===== src/rtl/scoreboard_game_ctrl.sv =====
// Scoreboard game controller: button conditioning, countdown game clock and team scores.
// Optional macro GAME_OVER_LOCK_EN: ignore score events while the game clock is expired.
module scoreboard_game_ctrl #(
  parameter int unsigned CLK_HZ          = 100_000_000,
  parameter int unsigned DEBOUNCE_CYCLES = 1_000_000,
  parameter int unsigned GAME_MINUTES    = 20,
  parameter int unsigned MAX_SCORE       = 99
) (
  input  logic       i_clock,
  input  logic       i_reset,
  input  logic       i_reset_points,
  input  logic       i_reset_score,
  input  logic       i_one_point_t1,
  input  logic       i_one_point_t2,
  input  logic       i_pause,
  output logic [7:0] o_minutes,
  output logic [7:0] o_seconds,
  output logic [7:0] o_t1,
  output logic [7:0] o_t2,
  output logic       o_running,
  output logic       o_expired
);

  localparam int unsigned NumBtn = 5;
  localparam int unsigned BtnRp  = 0;
  localparam int unsigned BtnRs  = 1;
  localparam int unsigned BtnT1  = 2;
  localparam int unsigned BtnT2  = 3;
  localparam int unsigned BtnP   = 4;

  localparam int unsigned DbW = $clog2(DEBOUNCE_CYCLES + 1);
  localparam int unsigned PsW = (CLK_HZ > 1) ? $clog2(CLK_HZ) : 1;

  localparam logic [DbW-1:0] DbLast   = DbW'(DEBOUNCE_CYCLES);
  localparam logic [PsW-1:0] PsLast   = PsW'(CLK_HZ - 1);
  localparam logic [7:0]     LoadMin  = 8'(GAME_MINUTES);
  localparam logic [7:0]     ScoreMax = 8'(MAX_SCORE);

  typedef enum logic [1:0] {StIdle, StRun, StPaused, StExpired} state_e;

  logic [NumBtn-1:0] w_raw;
  logic [NumBtn-1:0] r_sync1, r_sync2, r_acc, r_evt;
  logic [DbW-1:0]    r_cnt [NumBtn];

  state_e         r_state, w_state_next;
  logic [PsW-1:0] r_presc, w_presc_next;
  logic [7:0]     r_min, w_min_next;
  logic [7:0]     r_sec, w_sec_next;
  logic [7:0]     r_t1, w_t1_next;
  logic [7:0]     r_t2, w_t2_next;
  logic           w_tick;
  logic           w_score_ok;

  assign w_raw = {i_pause, i_one_point_t2, i_one_point_t1, i_reset_score, i_reset_points};

  // Accepted level flips after DEBOUNCE_CYCLES+1 cycles of disagreement; a press
  // emits a registered one-cycle event on the same edge.
  always_ff @(posedge i_clock or posedge i_reset) begin
    if (i_reset) begin
      r_sync1 <= '0;
      r_sync2 <= '0;
      r_acc   <= '0;
      r_evt   <= '0;
      for (int i = 0; i < NumBtn; i++) r_cnt[i] <= '0;
    end else begin
      r_sync1 <= w_raw;
      r_sync2 <= r_sync1;
      for (int i = 0; i < NumBtn; i++) begin
        r_evt[i] <= 1'b0;
        if (r_sync2[i] == r_acc[i]) begin
          r_cnt[i] <= '0;
        end else if (r_cnt[i] == DbLast) begin
          r_cnt[i] <= '0;
          r_acc[i] <= r_sync2[i];
          r_evt[i] <= r_sync2[i];
        end else begin
          r_cnt[i] <= r_cnt[i] + 1'b1;
        end
      end
    end
  end

  assign w_tick = (r_state == StRun) && (r_presc == PsLast);

  always_comb begin
    w_state_next = r_state;
    w_presc_next = r_presc;
    w_min_next   = r_min;
    w_sec_next   = r_sec;
    unique case (r_state)
      StIdle: begin
        if (r_evt[BtnP]) w_state_next = StRun;
      end
      StRun: begin
        w_presc_next = w_tick ? '0 : r_presc + 1'b1;
        if (w_tick) begin
          if (r_sec == 8'd0) begin
            w_sec_next = 8'd59;
            w_min_next = r_min - 8'd1;
          end else begin
            w_sec_next = r_sec - 8'd1;
          end
        end
        // Reaching 00:00 takes priority over a same-cycle pause.
        if (w_tick && r_min == 8'd0 && r_sec == 8'd1) begin
          w_state_next = StExpired;
        end else if (r_evt[BtnP]) begin
          w_state_next = StPaused;
        end
      end
      StPaused: begin
        if (r_evt[BtnP]) w_state_next = StRun;
      end
      StExpired: begin
        w_state_next = StExpired;
      end
      default: w_state_next = StIdle;
    endcase
    if (r_evt[BtnRs]) begin
      w_state_next = StIdle;
      w_presc_next = '0;
      w_min_next   = LoadMin;
      w_sec_next   = 8'd0;
    end
  end

`ifdef GAME_OVER_LOCK_EN
  assign w_score_ok = (r_state != StExpired);
`else
  assign w_score_ok = 1'b1;
`endif

  always_comb begin
    w_t1_next = r_t1;
    w_t2_next = r_t2;
    if (r_evt[BtnRp]) begin
      w_t1_next = 8'd0;
      w_t2_next = 8'd0;
    end else if (w_score_ok) begin
      if (r_evt[BtnT1] && r_t1 < ScoreMax) w_t1_next = r_t1 + 8'd1;
      if (r_evt[BtnT2] && r_t2 < ScoreMax) w_t2_next = r_t2 + 8'd1;
    end
  end

  always_ff @(posedge i_clock or posedge i_reset) begin
    if (i_reset) begin
      r_state <= StIdle;
      r_presc <= '0;
      r_min   <= LoadMin;
      r_sec   <= 8'd0;
      r_t1    <= 8'd0;
      r_t2    <= 8'd0;
    end else begin
      r_state <= w_state_next;
      r_presc <= w_presc_next;
      r_min   <= w_min_next;
      r_sec   <= w_sec_next;
      r_t1    <= w_t1_next;
      r_t2    <= w_t2_next;
    end
  end

  assign o_minutes = r_min;
  assign o_seconds = r_sec;
  assign o_t1      = r_t1;
  assign o_t2      = r_t2;
  assign o_running = (r_state == StRun);
  assign o_expired = (r_state == StExpired);

endmodule


===== config.mk =====
export PLATFORM = sky130hd
export DESIGN_NAME = scoreboard_game_ctrl
export DESIGN_NICKNAME = d
export VERILOG_FILES = /design/src/rtl/scoreboard_game_ctrl.sv
export SDC_FILE = /design/constraint.sdc
export NUM_CORES = 1
export LEC_CHECK = 0
export CAP_MARGIN = 20
export CORE_MARGIN = 3
export CORE_UTILIZATION = 43
export CTS_CLUSTER_DIAMETER = 80
export DETAILED_ROUTE_END_ITERATION = 16
export PLACE_DENSITY = 0.72
export SKIP_LAST_GASP = 1
export SYNTH_ARGS = -nofsm -noshare
export SYNTH_HDL_FRONTEND = slang
export SYNTH_SLANG_ARGS = --single-unit

===== constraint.sdc =====
create_clock -name i_clock -period 7.8 [get_ports i_clock]
set_input_delay 1.56 -clock i_clock [delete_from_list [all_inputs] [get_ports i_clock]]
set_output_delay 1.56 -clock i_clock [all_outputs]
set_load 0.005 [all_outputs]

# [After elaboration in Yosys (flattened, before gate mapping)]
# Cells that the tools add are included.
[classes] addsub=10 multipliers=0 eq_ne=17 n_lt_le_gt_ge=2 shifts=0 n_bitwise=5 n_reduce_logical=22 muxes=40 div_mod_pow=0
[ops] cell="two-way mux 20 bit" count=10
[ops] cell="adder 20 x 1 -> 20 bit (second input constant)" count=5
[ops] cell="== test 20 bit (second input constant)" count=5
[ops] cell="two-way mux 8 bit" count=12
[ops] cell="two-way mux 27 bit" count=3
[ops] cell="adder 27 x 1 -> 27 bit (second input constant)" count=1
[ops] cell="== test 27 bit (second input constant)" count=1
[ops] cell="adder 8 x 1 -> 8 bit (second input constant)" count=2
[ops] cell="zero test 8 bit" count=2
[ops] cell="less-than comparator 8 x 7 -> 1 bit (second input constant)" count=2
[ops] cell="subtractor 8 x 1 -> 8 bit (second input constant)" count=2
[ops] cell="AND reduction 2 bit" count=7
[ops] cell="two-way mux 1 bit" count=10
[ops] cell="nonzero test 2 bit" count=5
[ops] cell="== test 8 x 1 -> 1 bit (second input constant)" count=1
[ops] cell="two-way mux 2 bit" count=4
[ops] cell="case mux 2 bit (3 select lines)" count=1
[ops] cell="== test 1 bit" count=5
[ops] cell="logical AND 1 bit" count=5
[ops] cell="NOT 1 bit" count=5
[ops] cell="== test 2 bit (second input constant)" count=2
[ops] cell="!= test 4 x 1 -> 1 bit (second input constant)" count=1
[ops] cell="!= test 3 x 1 -> 1 bit (second input constant)" count=1
[ops] cell="AND reduction 3 bit" count=1
[ops] cell="other kinds (3)" count=3
[totals] register_bits=181 word_cells=115 mem_bits_ro=0 out_inout_bits=34 inputBits=7 latch_bits=0 n_memories=0 mem_bits_rw=0

# [Longest topological paths before layout]
# Gate-level depths: netlist of run 1.
[depth] depth_word=7 mapped_depth=9 depth_no_buf=7

# [Least setup slack after synthesis of run 1]
# Ideal clock, no wire load.
[synth_timing] path_type="reg2out" from="register r_state[0]" to="output o_running" setup_slack_ps=5353 path_buffers=1 path_stages_with_launch=4 arrival_ps=887 t_required_ps=6240 path_cell_list="dfrtp_1 nand2b_1 clkbuf_1 clkinv_1"
[synth_via] elab_chain_len=1
[synth_rtl] item="from (decl)" line_no="45" rtl="state_e r_state, w_state_next;"
[synth_rtl] item="from (signal assigned)" line_no="147" rtl="r_state <= StIdle;"
[synth_rtl] item="from (signal assigned)" line_no="154" rtl="r_state <= w_state_next;"
[synth_rtl] item="== test 2 x 1 -> 1 bit" line_no="167" rtl="assign o_running = (r_state == StRun);"
[synth_rtl] item="to (decl)" line_no="20" rtl="output logic o_running,"
# Every way passes these cells.

# [Final worst setup path of run 1]
# Same ends and word-level chain as after synthesis.

==> metrics.yaml, run 1 <==
status: "completed"
met1_usage_pct: 21.5
die_area_sq_um: 22100
drcViolationCount: 0
cts_buffers: 17
rows: 51
synth_area_per_cell_sq_um: 9.93
setup_tns_ps: 0
worst_setup_path_end_kind: "primary output"
root_buffer: "clkbuf_16"
postCtsSetupRepairBufs: 0
fin_crit_ps: 3520
via_count: 6247
busiest_layer: "met2"
routed_wl_microns: 15900
syn-cell-area_sq_um: 8750
cts_sinks: 181
clk_pin_slew_ps: 70
area_growth_pct: 15.1
cp_cell_sequence: "nand2b_1 > clkinv_1 > clkdlybuf4s50_1"
port_buffers: 40
hp-class: "flip-flop to flip-flop"
hold_slack_ps: 353
first_iter_violations: 364
grt_use_met2_pct: 23.5
hold_viol_final: 0
crit_required_ps: 6240
worstPathMaxFanout: 9
yosysWarnings: 0
drv_slew: 0
met3_usage_pct: 3.20
drive_above_1_share_pct: 5.67
nFillCells: 1702
rsz0062_at_grt: "false"
fin_ws_ps: 4280
final_core_util_pct: 51.1
crit_slowest_cell: "clkdlybuf4s50_1"
async_reset_ff_share_pct: 100
crit_path_start_kind: "flip-flop"
routed_via_density: 5.21
cpPeakStageDelay_ps: 560
total_power_mw: 1.94
yosysSeqAreaShare_pct: 51.8
path_delay_family: "buffers and inverters"
pin_count: 41
cts_tree: "done"
dp_hpwl_microns: 10300
grt_max_degree: 113
fin_nets: 947
first_global_vias: 5990
cp.arrival_ps: 1960
synth_nets: 905
yosys-top-cells-area: "dfrtp_1 (51%), xor2_1 (7.9%), nor2_1 (7.4%)"
dp_slack_ps: 4040
slew_headroom_pct: 26.4
worst-setup-path-type: "flip-flop to primary output"
synth_edf_count: 0
hold_buffers: 0
power.leakage_nw: 4.46
cap_violations: 0
globalplace.congestion: 0.783
vdd_drop_max_uv: 155
wl_per_cell_microns: 13.2
die_h_microns: 149
final_common_cell: "dfrtp_1"
setup_viol: 0
cts.htree.levels: 4
antenna_found_initial: 0
ys_seq_elements: 181
clock.fmax_mhz: 284
yosys_most_used_dff: "dfrtp_1"
initial_core_util_pct: 44.4
fin_skew_ps: 6.91
synth_top_area_share_pct: 51.2
layout_common_cells: "dfrtp_1 (179), nor2_1 (173), xor2_1 (79)"
num_antenna_cells: 0
cts_resized: 0
path_buf_inv: 2
overflow: 0
synth_cells: 881
clock_path_buffers: 2
yosysUniqueCellTypes: 48
grtUsageTotal_pct: 15.2
grt_pass1_wl_microns: 28000
worstMarginPinSlew_ps: 1100
ant_nets: 0
dieWidth_microns: 149
first_pass_iters: 5
synth_largest_area_cell: "dfrtp_1"
powerDensity_nw_per_um2: 193
worst_skew_pair.late_latency_ps: 430
fin_crit_sh_pct: 45.1
core_area_sq_um: 19700
## worst reg2reg max path, stage by stage (launching register included)
cell and delay [ps]:
dfrtp_1 420, nor4_1 870, nand3_1 270, nor4_4 610, nand4_1 190, a21oi_1 180
## final timing paths
kind | start | to | slack, ps | cells after the start
worst min-delay path | r_sync1[3] | r_sync2[3] | 350 | 0
min in group asynchronous | i_reset | r_sync1[0] | 1700 | 2
worst max-delay path | r_state[0] | o_running | 4280 | 3
worst max register to register | o_seconds[6] | o_minutes[6] | 5200 | 5
worst min register to register | r_sync1[3] | r_sync2[3] | 350 | 0
max in group asynchronous | i_reset | r_cnt[60] | 4700 | 3
## metrics by stage
step / instance area (sq um) / cells
final: 10100 / 1200
after CTS: 10100 / 1199
after floorplan: 8750 / 881
after global routing: 10100 / 1200
after detailed placement: 9410 / 1168
after global placement: 9410 / 1168
## logic make-up (layout without fill, tap and decap cells)
group	count (synthesis)	after routing	synth area share [%]
AO/OA/AOI/OAI	43	43	3.26
XOR/XNOR	130	130	13.0
adder cells (fa/ha/maj)	17	17	2.43
buffers and inverters	45	99	2.13
flip-flops	181	181	51.8
multiplexers	8	8	0.987
AND/OR/NAND/NOR	457	457	26.4
## layer usage
layer  vias up  part of all wire (%)
met5         -                     0
met2        82                    46
met1      3049                    49
met3        12                   3.3
li1       3104                     -
met4         0                   1.4
## state kept, by name, summed over array words and instances (netlist names)
register,cells
r_sync2,5
o_minutes,8
r_sync1,5
r_cnt,100
r_evt,5
r_state,2
o_t1,8
o_t2,8
r_acc,5
r_presc,27
o_seconds,8
## power by group
part | total [mW] | switching [mW] | internal, mW | leakage [nW]
clock network | 0.938 | 0.366 | 0.572 | 0.316
registers | 0.957 | 0.00985 | 0.947 | 2.49
logic | 0.0438 | 0.0320 | 0.0118 | 1.65
## cell type report
type,count,area [sq um],area share [%]
Clock inverter,14,226,2.25
Clock buffer,17,425,4.22
Multi-Input combinational cell,655,4030,40.0
Inverter,25,98.8,0.982
Tap cell,265,332,3.29
Sequential cell,181,4530,45.0
Timing Repair Buffer,43,427,4.24
## synth_stat cells, types with 2 or more instances
cell      count
nor2b_1       8
or4_1         2
buf_4         2
nand3b_1      3
o21ai_0       5
nand2b_1      4
ha_1         17
dfstp_2       2
nor3b_1       6
nand4b_1      3
nor4b_1       8
xnor2_1      51
a41o_1        2
and3_1       34
nor2_1      173
nand4_1      45
a311oi_1      2
a21bo_2       3
and2_1        4
buf_2         2
a31o_2        4
a21o_1        2
and4_1       12
clkbuf_1     15
a21oi_1      14
o21ai_1       3
nor3_1       21
dfrtp_1     179
a31oi_1       3
nor4_1       12
nand2_1      56
or3_1         3
and4b_1       5
mux2i_1       3
xor2_1       79
mux2_2        5
a211oi_1      2
nand3_1      54
inv_1        24
Note: power is estimated with default switching activity, not from simulation.
==> run 2: changes to the inputs <==
==> constraint.sdc (replaced) <==
create_clock -name i_clock -period 3.6 [get_ports i_clock]
set_input_delay 0.72 -clock i_clock [delete_from_list [all_inputs] [get_ports i_clock]]
set_output_delay 0.72 -clock i_clock [all_outputs]
set_load 0.005 [all_outputs]
==> metrics.yaml, run 2 (same netlist as run 1, synthesis figures left out) <==
rsz0062_at_grt: "false"
pin_count: 41  # unchanged
final_core_util_pct: 50.9  # -0.17 points
num_antenna_cells: 0  # unchanged
worst_skew_pair.late_latency_ps: 420  # about the same
crit_required_ps: 2880  # -3360 ps
crit_end: "o_running"
cts_buffers: 17  # unchanged
wl_per_cell_microns: 13.4  # +1.2%
hold_slack_ps: 348  # -4.37 ps
wl_met2_microns: 7550  # +3.2%
drv_slew: 0  # unchanged
clock_path_buffers: 2  # unchanged
worstPathMaxFanout: 9  # unchanged
fin_skew_ps: 4.46  # -2.45 ps
worstMarginPinSlew_ps: 762  # -335 ps
hold_viol_final: 0  # unchanged
ant_nets: 0  # unchanged
cts_tree: "done"
core_area_sq_um: 19700  # unchanged
dieWidth_microns: 149  # unchanged
worst_setup_path_end_kind: "primary output"
clock.fmax_mhz: 378
hold_buffers: 0  # unchanged
nFillCells: 1741  # +2.3%
path_buf_inv: 2  # unchanged
hp-class: "flip-flop to flip-flop"
worst-setup-path-type: "flip-flop to primary output"
rr_endpoint: "r_presc[2]"
setup_tns_ps: 0  # unchanged
drcViolationCount: 0  # unchanged
grt_pass1_wl_microns: 28300  # +1.2%
overflow: 0  # unchanged
die_area_sq_um: 22100  # unchanged
dp_hpwl_microns: 10600  # +2.6%
total_power_mw: 4.03  # +110%
cts.htree.levels: 4  # unchanged
postCtsSetupRepairBufs: 0  # unchanged
final_common_cell: "dfrtp_1"
globalplace.congestion: 0.793  # +1.2%
antenna_found_initial: 0  # unchanged
area_growth_pct: 14.7
powerDensity_nw_per_um2: 402  # +110%
rrSetupSlack_ps: 1020  # -4180 ps
rr_startpoint: "r_presc[11]"
cpPeakStageDelay_ps: 550  # about the same
routed.top_layer: "met4"
slew_headroom_pct: 48.8  # +22 points
via_count: 6254  # +0.11%
cap_violations: 0  # unchanged
wl_met3_microns: 421  # -19%
cts_resized: 0  # unchanged
fin_nets: 949  # +0.21%
cp_cell_sequence: "nand2b_1 > clkinv_1 > clkdlybuf4s50_1"
routed_via_density: 5.20  # -0.14%
first_pass_iters: 4  # -1
first_iter_violations: 396  # +8.8%
cts_sinks: 181  # unchanged
dp_slack_ps: 1010  # -3030 ps
layout_common_cells: "dfrtp_1 (179), nor2_1 (173), xor2_1 (79)"
fin_crit_sh_pct: 73.5
r2r_cells: 6  # +1
initial_core_util_pct: 44.4  # unchanged
fin_ws_ps: 953  # -3330 ps
crit_cells: 3  # unchanged
largest_register: "r_cnt"
crit_path_start_kind: "flip-flop"
vdd_drop_max_uv: 454  # +190%
grt_max_degree: 126  # +12%
first_global_vias: 6054  # +1.1%
grtUsageTotal_pct: 15.3  # +0.079 points
reg.largest.list: "r_cnt (100), r_presc (27)"
path_delay_family: "buffers and inverters"
root_buffer: "clkbuf_16"
power.leakage_nw: 4.43  # -0.53%
routed_wl_microns: 16100  # +1.5%
fin_crit_ps: 2650
largest_reg_flops: 100  # unchanged
crit_slowest_cell: "clkdlybuf4s50_1"
rows: 51  # unchanged
die_h_microns: 149  # unchanged
cp.arrival_ps: 1930  # -30 ps
clk_pin_slew_ps: 70  # about the same
met1_length_microns: 7980  # +2.1%
setup_viol: 0  # unchanged
critPathLaunch: "r_state[0]"
port_buffers: 40  # unchanged
status: "completed"
drive_above_1_share_pct: 5.97  # +0.30 points
[run 2: changes by cell type in the layout (fill, tap and decap cells not counted)]
cell        change
bufinv_16       -3
clkinvlp_4      +3
buf_4           +2
buf_12          +1
buf_6           -1
clkinv_4        +1
inv_6           -1
inv_8           +1
[run 2: worst reg2reg max path: cells and delay by family, from the launching register on]
| family | cells | cell delay (ps) |
|---|---|---|
| buffers and inverters | 1 | 260 |
| DFF | 1 | 430 |
| and+or+nand+nor | 5 | 1760 |
[run 2: per-layer routing]
metal  track usage (%)  vias to the layer above
met1              21.1                     3051
li1                  -                     3118
met2              24.6                       74
met5                 0                        -
met4              4.90                        0
met3              2.89                       11
[run 2: area by class of cell]
cell class,count,area (sq um),area share (%)
clock buffers,17,425,4.24
clock inverters,15,171,1.71
inverters,25,97.6,0.972
multi-input cells,655,4030,40.1
flip-flops and latches,181,4530,45.2
well taps,265,332,3.30
repair buffers,45,450,4.49
[run 2: per-stage QoR]
stage / std cells / area (sq um)
3_5_place_dp: 1171 / 9440
5_1_grt: 1203 / 10000
6_report: 1203 / 10000
4_1_cts: 1203 / 10000
3_3_place_gp: 1171 / 9440
2_1_floorplan: 881 / 8750
[run 2: power by group]
| part | switching (mW) | total [mW] | internal [mW] |
|---|---|---|---|
| clock | 0.818 | 1.86 | 1.04 |
| sequential | 0.0223 | 2.07 | 2.05 |
| combinational | 0.0708 | 0.0989 | 0.0281 |
| total | 0.911 | 4.03 | 3.12 |
[run 2: worst min-delay path by stage]
stage               startpoint          to  slack, ps  cells past startpoint
detailed placement  r_sync1[2]  r_sync2[2]        330                      0
global placement    r_sync1[2]  r_sync2[2]        330                      0
floorplan           r_sync1[0]  r_sync2[0]        330                      0
CTS                 r_sync1[2]  r_sync2[2]        350                      0
global route        r_sync1[2]  r_sync2[2]        360                      0
finish              r_sync1[2]  r_sync2[2]        350                      0
==> run 3: changes to the inputs <==
--- a/config.mk
+++ b/config.mk
@@ -10,7 +10,7 @@
 export CORE_UTILIZATION = 43
 export CTS_CLUSTER_DIAMETER = 80
 export DETAILED_ROUTE_END_ITERATION = 16
-export PLACE_DENSITY = 0.72
+export PLACE_DENSITY = 0.74
 export SKIP_LAST_GASP = 1
 export SYNTH_ARGS = -nofsm -noshare
 export SYNTH_HDL_FRONTEND = slang
==> constraint.sdc (replaced) <==
create_clock -name i_clock -period 2.34 [get_ports i_clock]
set_input_delay 0.468 -clock i_clock [delete_from_list [all_inputs] [get_ports i_clock]]
set_output_delay 0.468 -clock i_clock [all_outputs]
set_load 0.005 [all_outputs]
==> metrics.yaml, run 3 (same netlist as run 1, synthesis figures left out) <==
cap_violations: 0  # unchanged
worst_setup_path_end_kind: "flip-flop"
fin_skew_ps: 6.22  # +1.76 ps
postCtsSetupRepairBufs: 0  # unchanged
overflow: 0  # unchanged
hold_viol_final: 0  # unchanged
total_power_mw: 6.25  # +55%
first_iter_violations: 338  # -15%
pin_count: 41  # unchanged
layout_common_cells: "dfrtp_1 (179), nor2_1 (173), xor2_1 (79)"
wl_per_cell_microns: 13.7  # +2.1%
hold_slack_ps: 350  # +1.25 ps
dieWidth_microns: 149  # unchanged
final_common_cell: "dfrtp_1"
via_count: 6377  # +2.0%
worst-setup-path-type: "flip-flop to flip-flop"
antenna_found_initial: 0  # unchanged
routed_via_density: 5.21  # +0.22%
grtUsageTotal_pct: 15.9  # +0.53 points
worstMarginPinSlew_ps: 617  # -145 ps
drv_slew: 0  # unchanged
fin_crit_ps: 2220
cts_tree: "done"
r2r_cells: 6  # unchanged
fin_ws_ps: 123  # -830 ps
crit_path_start_kind: "flip-flop"
initial_core_util_pct: 44.4  # unchanged
cp.arrival_ps: 2580  # +650 ps
clock_path_buffers: 2  # unchanged
powerDensity_nw_per_um2: 609  # +52%
final_core_util_pct: 52.0  # +1.1 points
cts_sinks: 181  # unchanged
rows: 51  # unchanged
largest_register: "r_cnt"
grt_max_degree: 51  # -60%
core_area_sq_um: 19700  # unchanged
area_growth_pct: 17.3
dp_slack_ps: 118  # -896 ps
nFillCells: 1729  # -0.69%
die_area_sq_um: 22100  # unchanged
rsz0062_at_grt: "false"
crit_required_ps: 2700  # -180 ps
first_pass_iters: 4  # unchanged
clock.fmax_mhz: 451
cts.htree.levels: 4  # unchanged
worst_skew_pair.late_latency_ps: 420  # about the same
die_h_microns: 149  # unchanged
grt_pass1_wl_microns: 29300  # +3.3%
dp_hpwl_microns: 11200  # +5.6%
slew_headroom_pct: 58.5  # +9.7 points
worstPathMaxFanout: 14  # +5
num_antenna_cells: 0  # unchanged
globalplace.congestion: 0.817  # +3.1%
clk_pin_slew_ps: 70  # about the same
setup_viol: 0  # unchanged
fin_nets: 970  # +2.2%
vdd_drop_max_uv: 493  # +8.5%
root_buffer: "clkbuf_16"
reg.largest.list: "r_cnt (100), r_presc (27)"
status: "completed"
hp-class: "flip-flop to flip-flop"
drive_above_1_share_pct: 8.13  # +2.2 points
cts_buffers: 17  # unchanged
port_buffers: 40  # unchanged
power.leakage_nw: 4.56  # +2.9%
fin_crit_sh_pct: 94.7
min_delay_path_depth: 0  # unchanged
first_global_vias: 6298  # +4.0%
ant_nets: 0  # unchanged
largest_reg_flops: 100  # unchanged
drcViolationCount: 0  # unchanged
routed_wl_microns: 16700  # +3.9%
-- run 3: layout make-up --
class / instances / area, sq um / share of cell area, %
sequential: 181 / 4530 / 44.2
inverter: 25 / 97.6 / 0.951
tap: 265 / 332 / 3.23
clock buffer: 19 / 453 / 4.41
clock inverter: 13 / 146 / 1.43
timing repair buffer: 66 / 671 / 6.54
multi-input combinational: 655 / 4030 / 39.3
-- run 3: report_power, final --
part	switching, mW	internal (mW)	total [mW]
Clock	1.24	1.65	2.89
Sequential	0.0331	3.16	3.19
Combinational	0.114	0.0597	0.173
-- run 3: worst max-delay path, cell delays in order (launching register included) --
cell	delay, ps
dfrtp_1	410
or4_1	520
or4_4	460
nor4_4	280
buf_12	180
mux2i_1	170
and2_1	130
-- run 3: per-stage QoR --
| step | setup TNS (ps) | cell area (sq um) | instances |
|---|---|---|---|
| 2_1_floorplan | -80360 | 8750 | 881 |
| 3_3_place_gp | 0 | 9660 | 1192 |
| 3_5_place_dp | 0 | 9660 | 1192 |
| 4_1_cts | 0 | 10300 | 1224 |
| 5_1_grt | 0 | 10300 | 1224 |
| 6_report | 0 | 10300 | 1224 |
-- run 3: metal layers --
layer  routed length [microns]  part of all wire [%]  vias up  global-route usage (%)
met4                       189                   1.1        0                    4.02
met3                       500                   3.0       11                    3.63
met5                         0                     0        -                       0
li1                          -                     -     3152                       -
met1                      8100                    48     3128                    21.9
met2                      7930                    47       86                    25.5
-- run 3: worst paths after layout --
check,startpoint,end,slack (ps)
min,r_sync1[0],r_sync2[0],350
min in group asynchronous,i_reset,r_cnt[98],460
max in group asynchronous,i_reset,o_minutes[2],1230
max,r_presc[9],o_minutes[1],120
max reg2reg,r_presc[9],o_minutes[1],120
min reg2reg,r_sync1[0],r_sync2[0],350
-- run 3: what timing repair did --
| action | in CTS | in global routing |
|---|---|---|
| gates resized for setup | 0 | 1 |
| endpoints found under the setup margin | 0 | 1 |
| hold buffers | 0 | 0 |
